--- src/rtl/serial_subtractor_pkg.sv ---
// Shared definitions for the digit-serial arithmetic family.
// Provides the serial FSM state type plus helpers that derive the digit
// count and the digit-counter width from WIDTH/DIGIT.
package serial_subtractor_pkg;

  typedef enum logic [1:0] {
    IDLE = 2'd0,
    RUN  = 2'd1,
    DONE = 2'd2
  } state_t;

  // Number of digits (RUN cycles) needed to cover a WIDTH-bit operand.
  function automatic int unsigned num_digits(input int unsigned width,
                                             input int unsigned digit);
    return width / digit;
  endfunction

  // Digit counter width: $clog2(n), never less than one bit.
  function automatic int unsigned cnt_width(input int unsigned n);
    return (n > 1) ? $clog2(n) : 1;
  endfunction

endpackage

--- src/rtl/serial_subtractor_full_subtractor.sv ---
// One-bit full subtractor cell: d = a - b - bin.
// Ports:
//   a    minuend bit
//   b    subtrahend bit
//   bin  borrow in
//   d    difference bit
//   bout borrow out
module full_subtractor (
  input  logic a,
  input  logic b,
  input  logic bin,
  output logic d,
  output logic bout
);

  assign d    = a ^ b ^ bin;
  assign bout = (~a & b) | (~(a ^ b) & bin);

endmodule

--- src/rtl/serial_subtractor.sv ---
// Digit-serial subtractor: diff = a - b - bin (mod 2^WIDTH), with unsigned
// borrow-out and two's-complement overflow flags. DIGIT bits are processed
// per cycle, LSB first, through a ripple chain of full_subtractor cells.
// Ports:
//   clk, rst_n           clock, asynchronous active-low reset
//   in_valid / in_ready  operand handshake (in_ready high only in IDLE)
//   a, b, bin            minuend, subtrahend, borrow-in
//   out_valid/out_ready  result handshake
//   diff, bout, ovf      result, borrow out of MSB, signed overflow
module serial_subtractor
  import serial_subtractor_pkg::*;
#(
  parameter int unsigned WIDTH = 16,
  parameter int unsigned DIGIT = 1
) (
  input  logic             clk,
  input  logic             rst_n,
  input  logic             in_valid,
  output logic             in_ready,
  input  logic [WIDTH-1:0] a,
  input  logic [WIDTH-1:0] b,
  input  logic             bin,
  output logic             out_valid,
  input  logic             out_ready,
  output logic [WIDTH-1:0] diff,
  output logic             bout,
  output logic             ovf
);

  localparam int unsigned N  = num_digits(WIDTH, DIGIT);
  localparam int unsigned CW = cnt_width(N);

  if ((WIDTH % DIGIT) != 0) begin : g_bad_digit
    $error("serial_subtractor: WIDTH must be a multiple of DIGIT");
  end

  state_t           state;
  logic [CW-1:0]    cnt;
  logic             brw;
  logic [WIDTH-1:0] a_sr;
  logic [WIDTH-1:0] b_sr;
  logic [WIDTH-1:0] d_sr;
  logic             bout_q;
  logic             ovf_q;
  logic             valid_q;

  logic [DIGIT-1:0]       chain_d;
  logic [DIGIT:0]         chain_b;
  logic [WIDTH+DIGIT-1:0] d_cat;
  logic                   last_digit;

  assign chain_b[0] = brw;

  for (genvar i = 0; i < DIGIT; i++) begin : g_chain
    full_subtractor u_fs (
      .a    (a_sr[i]),
      .b    (b_sr[i]),
      .bin  (chain_b[i]),
      .d    (chain_d[i]),
      .bout (chain_b[i+1])
    );
  end

  // New digit enters at the top; the concatenation keeps the shift legal
  // even when DIGIT == WIDTH.
  assign d_cat      = {chain_d, d_sr};
  assign last_digit = (cnt == CW'(N - 1));

  always_ff @(posedge clk or negedge rst_n) begin
    if (!rst_n) begin
      state   <= IDLE;
      cnt     <= '0;
      brw     <= 1'b0;
      a_sr    <= '0;
      b_sr    <= '0;
      d_sr    <= '0;
      bout_q  <= 1'b0;
      ovf_q   <= 1'b0;
      valid_q <= 1'b0;
    end else begin
      case (state)
        IDLE: begin
          if (in_valid) begin
            a_sr  <= a;
            b_sr  <= b;
            brw   <= bin;
            cnt   <= '0;
            state <= RUN;
          end
        end
        RUN: begin
          a_sr <= a_sr >> DIGIT;
          b_sr <= b_sr >> DIGIT;
          d_sr <= d_cat[WIDTH+DIGIT-1:DIGIT];
          brw  <= chain_b[DIGIT];
          cnt  <= cnt + CW'(1);
          if (last_digit) begin
            // Top cell of the final digit is the MSB: its borrow-in vs
            // borrow-out disagreement is the signed overflow.
            bout_q  <= chain_b[DIGIT];
            ovf_q   <= chain_b[DIGIT] ^ chain_b[DIGIT-1];
            valid_q <= 1'b1;
            state   <= DONE;
          end
        end
        DONE: begin
          if (out_ready) begin
            valid_q <= 1'b0;
            state   <= IDLE;
          end
        end
        default: state <= IDLE;
      endcase
    end
  end

  assign in_ready  = (state == IDLE);
  assign out_valid = valid_q;
  assign diff      = d_sr;
  assign bout      = bout_q;
  assign ovf       = ovf_q;

endmodule
--- config.mk ---
export PLATFORM = sky130hd
export DESIGN_NAME = serial_subtractor
export DESIGN_NICKNAME = d
export VERILOG_FILES = /design/src/rtl/serial_subtractor_pkg.sv /design/src/rtl/serial_subtractor_full_subtractor.sv /design/src/rtl/serial_subtractor.sv
export SDC_FILE = /design/constraint.sdc
export NUM_CORES = 1
export LEC_CHECK = 0
export ABC_AREA = 1
export BUFFER_PORTS_ARGS = -buffer_cell sky130_fd_sc_hd__buf_2
export CAP_MARGIN = 20
export CORE_MARGIN = 5
export CORE_UTILIZATION = 30
export CTS_BUF_LIST = sky130_fd_sc_hd__clkbuf_8 sky130_fd_sc_hd__clkbuf_16
export DETAILED_ROUTE_END_ITERATION = 8
export GPL_TIMING_DRIVEN = 0
export PLACE_DENSITY_LB_ADDON = 0.1
export SKIP_CTS_REPAIR_TIMING = 1
export SLEW_MARGIN = 20
export SYNTH_ARGS = -nofsm -noshare
export SYNTH_HDL_FRONTEND = slang
export SYNTH_SLANG_ARGS = --single-unit
--- constraint.sdc ---
create_clock -name clk -period 1.1 [get_ports clk]
set_input_delay 0.22 -clock clk [delete_from_list [all_inputs] [get_ports clk]]
set_output_delay 0.22 -clock clk [all_outputs]
set_load 0.05 [all_outputs]
==> run metrics, run 1 <==
status=finished with violations; failing checks=negative setup slack; M3 GR Usage=4.26%; count of unique library cells instantiated by Yosys=17; Final Hold Viols=0; vias in the first global route=2290; initial antenna violation count=0; worst-margin pin slew=between 500 and 600 ps; Initial Utilization=roughly 31%; CP Capture Type=primary output; synth warn=0; power per cell area=3120 nW/µm²; gpl congestion=0.714; fmax=0.693 GHz; RR Startpoint=state[1]; Initial DRC Count=81; CTS tree=built; post-synthesis sequential area ratio=56.5%; CP required=880 ps; DR pass1 iterations=4; latest clock arrival within the worst-skew pair=340 ps; nets=439; cts bufs inserted=9; GR peak layer=met2; WS Path Type=reg -> out; total wire length=7450 µm; dpl cell area=3020 µm²; Wirelength per Cell=14.6 µm; die footprint=10500 µm²; fin crit period=1440 ps; WHS Path Cells=3; Worst Hold Path EP=b_sr[15]; slowest CP cell=dfrtp_2; hold_sp=b[15]; Final Slew Violations=0; Via density=4.77; core footprint=8300 µm²; reg2reg path depth=7; vias=2429; RR Endpoint=a_sr[7]; # rows=33; GRT Resource Usage Total=between 10% and 20%; flops & latches, synth=between 50 and 60; slew margin rel.=66.3%; H-tree depth=3; total I/O pin count=57; Worst Path Max Fanout=7; global-route wire length before repair=approximately 11000 µm; Reg2Reg Setup Slack=-250 ps; chip height=103 µm; Lkg Pwr=1.91 nW; DPL Wire Length=4800 µm; # diodes=0; Hold Path Class=in -> reg; syn avg cell area=8.80 µm²; final worst slack=-344 ps; Sinks on Clock Net=58; Synth Cell Area=2570 µm²; design area=3800 µm²; Worst Skew=6.45 ps; Crit path largest cell delay=430 ps; maximum vdd drop=0.973 mV; Tcrit/Tclk final=131%; critical path startpoint category=flip-flop; Reg clk slew, reported paths=about 60 ps; global-route met2 utilization=21.9%; Synth Net Count=roughly 330; layout cell share with drive strength beyond 1=between 30% and 40%; Die W=103 µm; Synth Instances=292; Bufs on Longest Clock Path=2; CTS root buf=clkbuf_8; largest net degree at the start of global routing=46; # setup viols final=70; unrepaired setup endpoints after global routing=true; CP cell instances=nor2_4 > buf_6 > buf_8; Critical Path AT=~1200 ps; Post-route DRC=0; final global-route overflow total=0; # port buffers=56; Routed Antenna Nets=0; synth-to-layout area growth=47.9%; Fin Setup TNS=-9460 ps; met1 usage in global routing=18.4%; max-cap viol count=0
## cells in the final DEF, fill, tap and decap left out, types with 4 or more instances in the layout
cell,instances
o21ai_0,8
inv_1,15
clkinv_2,4
nand2_1,62
buf_4,36
buf_6,33
clkbuf_8,9
dfrtp_1,56
nand3_1,102
buf_2,37
o21ai_1,8
buf_8,4
## final cells by class
type / count / area, µm²
buffer: 21 / 220
clock buffer: 9 / 124
clock inverter: 6 / 27.5
fill: 813 / 4500
inverter: 15 / 58.8
multi-input combinational: 198 / 1010
sequential: 58 / 1450
tap: 105 / 131
timing repair buffer: 97 / 776
## logic make-up after synthesis
kind of cell               Yosys count  share of synthesized area, %
xor gates and xnor gates             2                         0.682
DFF                                 58                          56.5
buffers and inverters               36                          6.82
adders and majority gates            2                          1.27
AOI/OAI and AO/OA                   20                          4.09
and+or+nand+nor                    174                          30.6
## worst max-delay path: cells and delay by family, from the launching register on
family        cells  cell delay, ps
flops             1             430
buf+inv           2             300
simple gates      1             150
## metal layers
metal,share of wire [%],vias to the layer above
met5,0,-
met4,1.1,0
met3,6.0,7
met2,46,68
met1,47,1165
li1,-,1189
## power breakdown
part	internal, mW	leakage (nW)	switching (mW)
combinational	2.99	1.08	3.61
sequential	3.06	0.740	0.591
clock	0.771	0.0910	0.835
## through the flow
stage / hold slack [ps] / power (mW) / setup WS (ps) / cells / util [%]
after detailed placement: 93.2 / 8.14 / -316 / 454 / 36.4
after floorplan: -75.6 / 6.84 / -8.52 / 292 / -
after global placement: 424 / 8.06 / -410 / 453 / 36.0
after global routing: 97.9 / 12.7 / -388 / 509 / 45.8
final: 92.8 / 11.9 / -344 / 509 / 45.8
after CTS: -275 / 9.78 / -687 / 469 / 38.2
## flip-flops by register name, indices dropped and copies added, names as in the netlist
name / count
state: 2
a_sr: 16
brw: 1
cnt: 4
out_valid: 1
bout: 1
b_sr: 16
diff: 16
ovf: 1
## how the worst max path moves through the flow
stage,startpoint,to,slack [ps],depth (start not counted)
detailed placement,state[1],in_ready,-320,3
global placement,rst_n,a_sr[7],-410,1
finish,state[1],in_ready,-340,3
CTS,state[1],in_ready,-690,3
floorplan,brw,diff[15],-9,4
global route,state[1],in_ready,-390,3
## synthesized netlist by cell type (all sizes together)
cell,n,area share (%)
clkbuf,3,0.44
inv,15,2.2
o21bai,1,0.29
nand4,1,0.24
nand3,103,20
buf,18,4.2
fa,1,0.78
nand2,66,9.6
o31ai,1,0.29
o21ai,18,3.5
dfrtp,58,57
ha,1,0.49
nor2,4,0.68
xnor2,2,0.68
No activity file was read; power rests on OpenSTA's default activity.
==> inputs of run 2 (changes only) <==
CORE_MARGIN = not set   (was 5)
RECOVER_POWER = 25   (was not set)
==> run metrics, run 2 (same netlist as run 1, synthesis figures left out) <==
Hold Path Class=in -> async (was in -> reg); post-place setup slack=-324 ps (was -316 ps); initial antenna violation count=0 (unchanged); total wire length=7180 µm (was 7450 µm); # rows=33 (unchanged); nets=430 (was 439); DPL Wire Length=4460 µm (was 4800 µm); Lkg Pwr=1.91 nW (about the same); CTS root buf=clkbuf_8 (unchanged); largest net degree at the start of global routing=59 (was 46); worst-margin pin slew=816 ps (was 505 ps); die footprint=8940 µm² (was 10500 µm²); DR pass1 iterations=4 (unchanged); Bufs on Longest Clock Path=2 (unchanged); RR Startpoint=state[1] (unchanged); GRT Resource Usage Total=16.8% (was 14.0%); # setup viols final=70 (unchanged); placed cell count=453 (was 454); CP Capture Type=primary output (unchanged); synth-to-layout area growth=50.2% (was 47.9%); Initial DRC Count=104 (was 81); commonest non-fill, non-tap cell in the layout=nand3_1 (unchanged); cts bufs inserted=9 (unchanged); fin crit period=1480 ps (was 1440 ps); final worst slack=-377 ps (was -344 ps); unrepaired setup endpoints after global routing=true (unchanged); WS Path Type=reg -> out (unchanged); final global-route overflow total=0 (unchanged); logic gate share of total power=52.0% (was 55.7%); core footprint=8260 µm² (was 8300 µm²); Psw=4.99 mW (was 5.04 mW); most frequent cells in the layout=99 x nand3_1, 63 x nand2_1, 56 x dfrtp_1 (was 102 x nand3_1, 62 x nand2_1, 56 x dfrtp_1); Worst Skew=7.34 ps (was 6.45 ps); Sinks on Clock Net=58 (unchanged); maximum vdd drop=1.02 mV (was 0.973 mV); # port buffers=56 (unchanged); Reg2Reg Setup Slack=-210 ps (was -250 ps); Final Non-Filler Cells=501 (was 509); power per cell area=3170 nW/µm² (was 3120 nW/µm²); Clock Power Share=17.7% (was 13.5%); fillcell total=815 (was 813); latest clock arrival within the worst-skew pair=330 ps (was 340 ps); RR Endpoint=a_sr[14] (was a_sr[7]); Routed Antenna Nets=0 (unchanged); global-route wire length before repair=11300 µm (was 11400 µm); status=finished with violations (unchanged); Final Slew Violations=0 (unchanged); # diodes=0 (unchanged); internal power=7.26 mW (was 6.82 mW); Tcrit/Tclk final=134% (was 131%); register share of total power=30.2% (was 30.8%); switch share=40.7% (was 42.5%); CTS tree=built (unchanged); Hold Worst Slack=-6.06 ps (was 92.8 ps); slew margin rel.=45.6% (was 66.3%); Reg clk slew, reported paths=70 ps (was 60 ps); fmax=0.677 GHz (was 0.693 GHz); gpl congestion=0.728 (was 0.714); critical path startpoint category=flip-flop (unchanged); reg2reg path depth=7 (unchanged); CP required=880 ps (about the same); Reg area=1450 µm² (unchanged); layout cell share with drive strength beyond 1=35.1% (was 35.6%); failing checks=negative hold slack, negative setup slack (was negative setup slack); Wirelength per Cell=14.3 µm (was 14.6 µm); vias=2357 (was 2429); Worst Path Max Fanout=7 (unchanged); Critical Path AT=1260 ps (was 1220 ps); total I/O pin count=57 (unchanged); Post-route DRC=0 (unchanged); Die W=94.5 µm (was 103 µm); max-cap viol count=0 (unchanged); H-tree depth=3 (unchanged); Multi-input gate area=1020 µm² (was 1010 µm²); Fin Setup TNS=-10540 ps (was -9460 ps); Initial Utilization=31.1% (was 31.0%); Final Hold Viols=3 (was 0); vias in the first global route=2257 (was 2290); chip height=94.5 µm (was 103 µm); Via density=4.70 (was 4.77)
[run 2: cell count changes in the layout (fill, tap and decap cells not counted), moves of 2 or more]
cell,change
clkbuf_16,+4
buf_12,-2
buf_4,-7
nand3_2,+3
nand2_2,-2
buf_6,-8
nand3_1,-3
bufinv_16,+2
buf_8,+7
buf_2,-2
[run 2: area by class of cell]
class,count,area share [%]
sequential,58,37.7
multi-input combinational,198,26.4
clock buffer,10,3.57
timing repair buffer,90,19.6
clock inverter,6,2.08
buffer,19,5.74
tap,105,3.41
inverter,15,1.52
[run 2: worst max path at each step]
stage              from       end  cells after the start
2_1_floorplan       brw  diff[15]                      4
3_3_place_gp      rst_n   a_sr[6]                      1
3_5_place_dp   state[1]  in_ready                      3
4_1_cts        state[0]  in_ready                      3
5_1_grt        state[1]  in_ready                      3
6_report       state[1]  in_ready                      3
[run 2: critical path: stages, from the launching register on]
cell and delay, ps:
dfrtp_2 450, nor2_4 170, buf_6 150, buf_8 150
[run 2: routing by layer]
metal	up-vias	track usage, %	part of all wire [%]
li1	1174	-	-
met5	-	0	0
met1	1124	21.9	48
met4	0	4.55	1.2
met2	51	26.9	47
met3	8	5.23	3.8
[run 2: power groups by stage]
stage	clock, mW	combinational, mW	sequential (mW)
floorplan	0	2.19	4.65
global placement	0	4.38	3.66
detailed placement	0	4.43	3.66
CTS	2.25	4.44	3.64
global route	2.34	6.95	3.80
finish	2.17	6.37	3.70
[run 2: metrics by stage]
step	utilization (%)	hold slack, ps	power, mW	cell area (µm²)
floorplan	-	-75.6	6.84	2580
global placement	36.2	424	8.03	2990
detailed placement	36.2	347	8.10	2990
CTS	38.9	-29.0	10.3	3210
global route	46.7	37.3	13.1	3860
finish	46.7	-6.06	12.2	3860
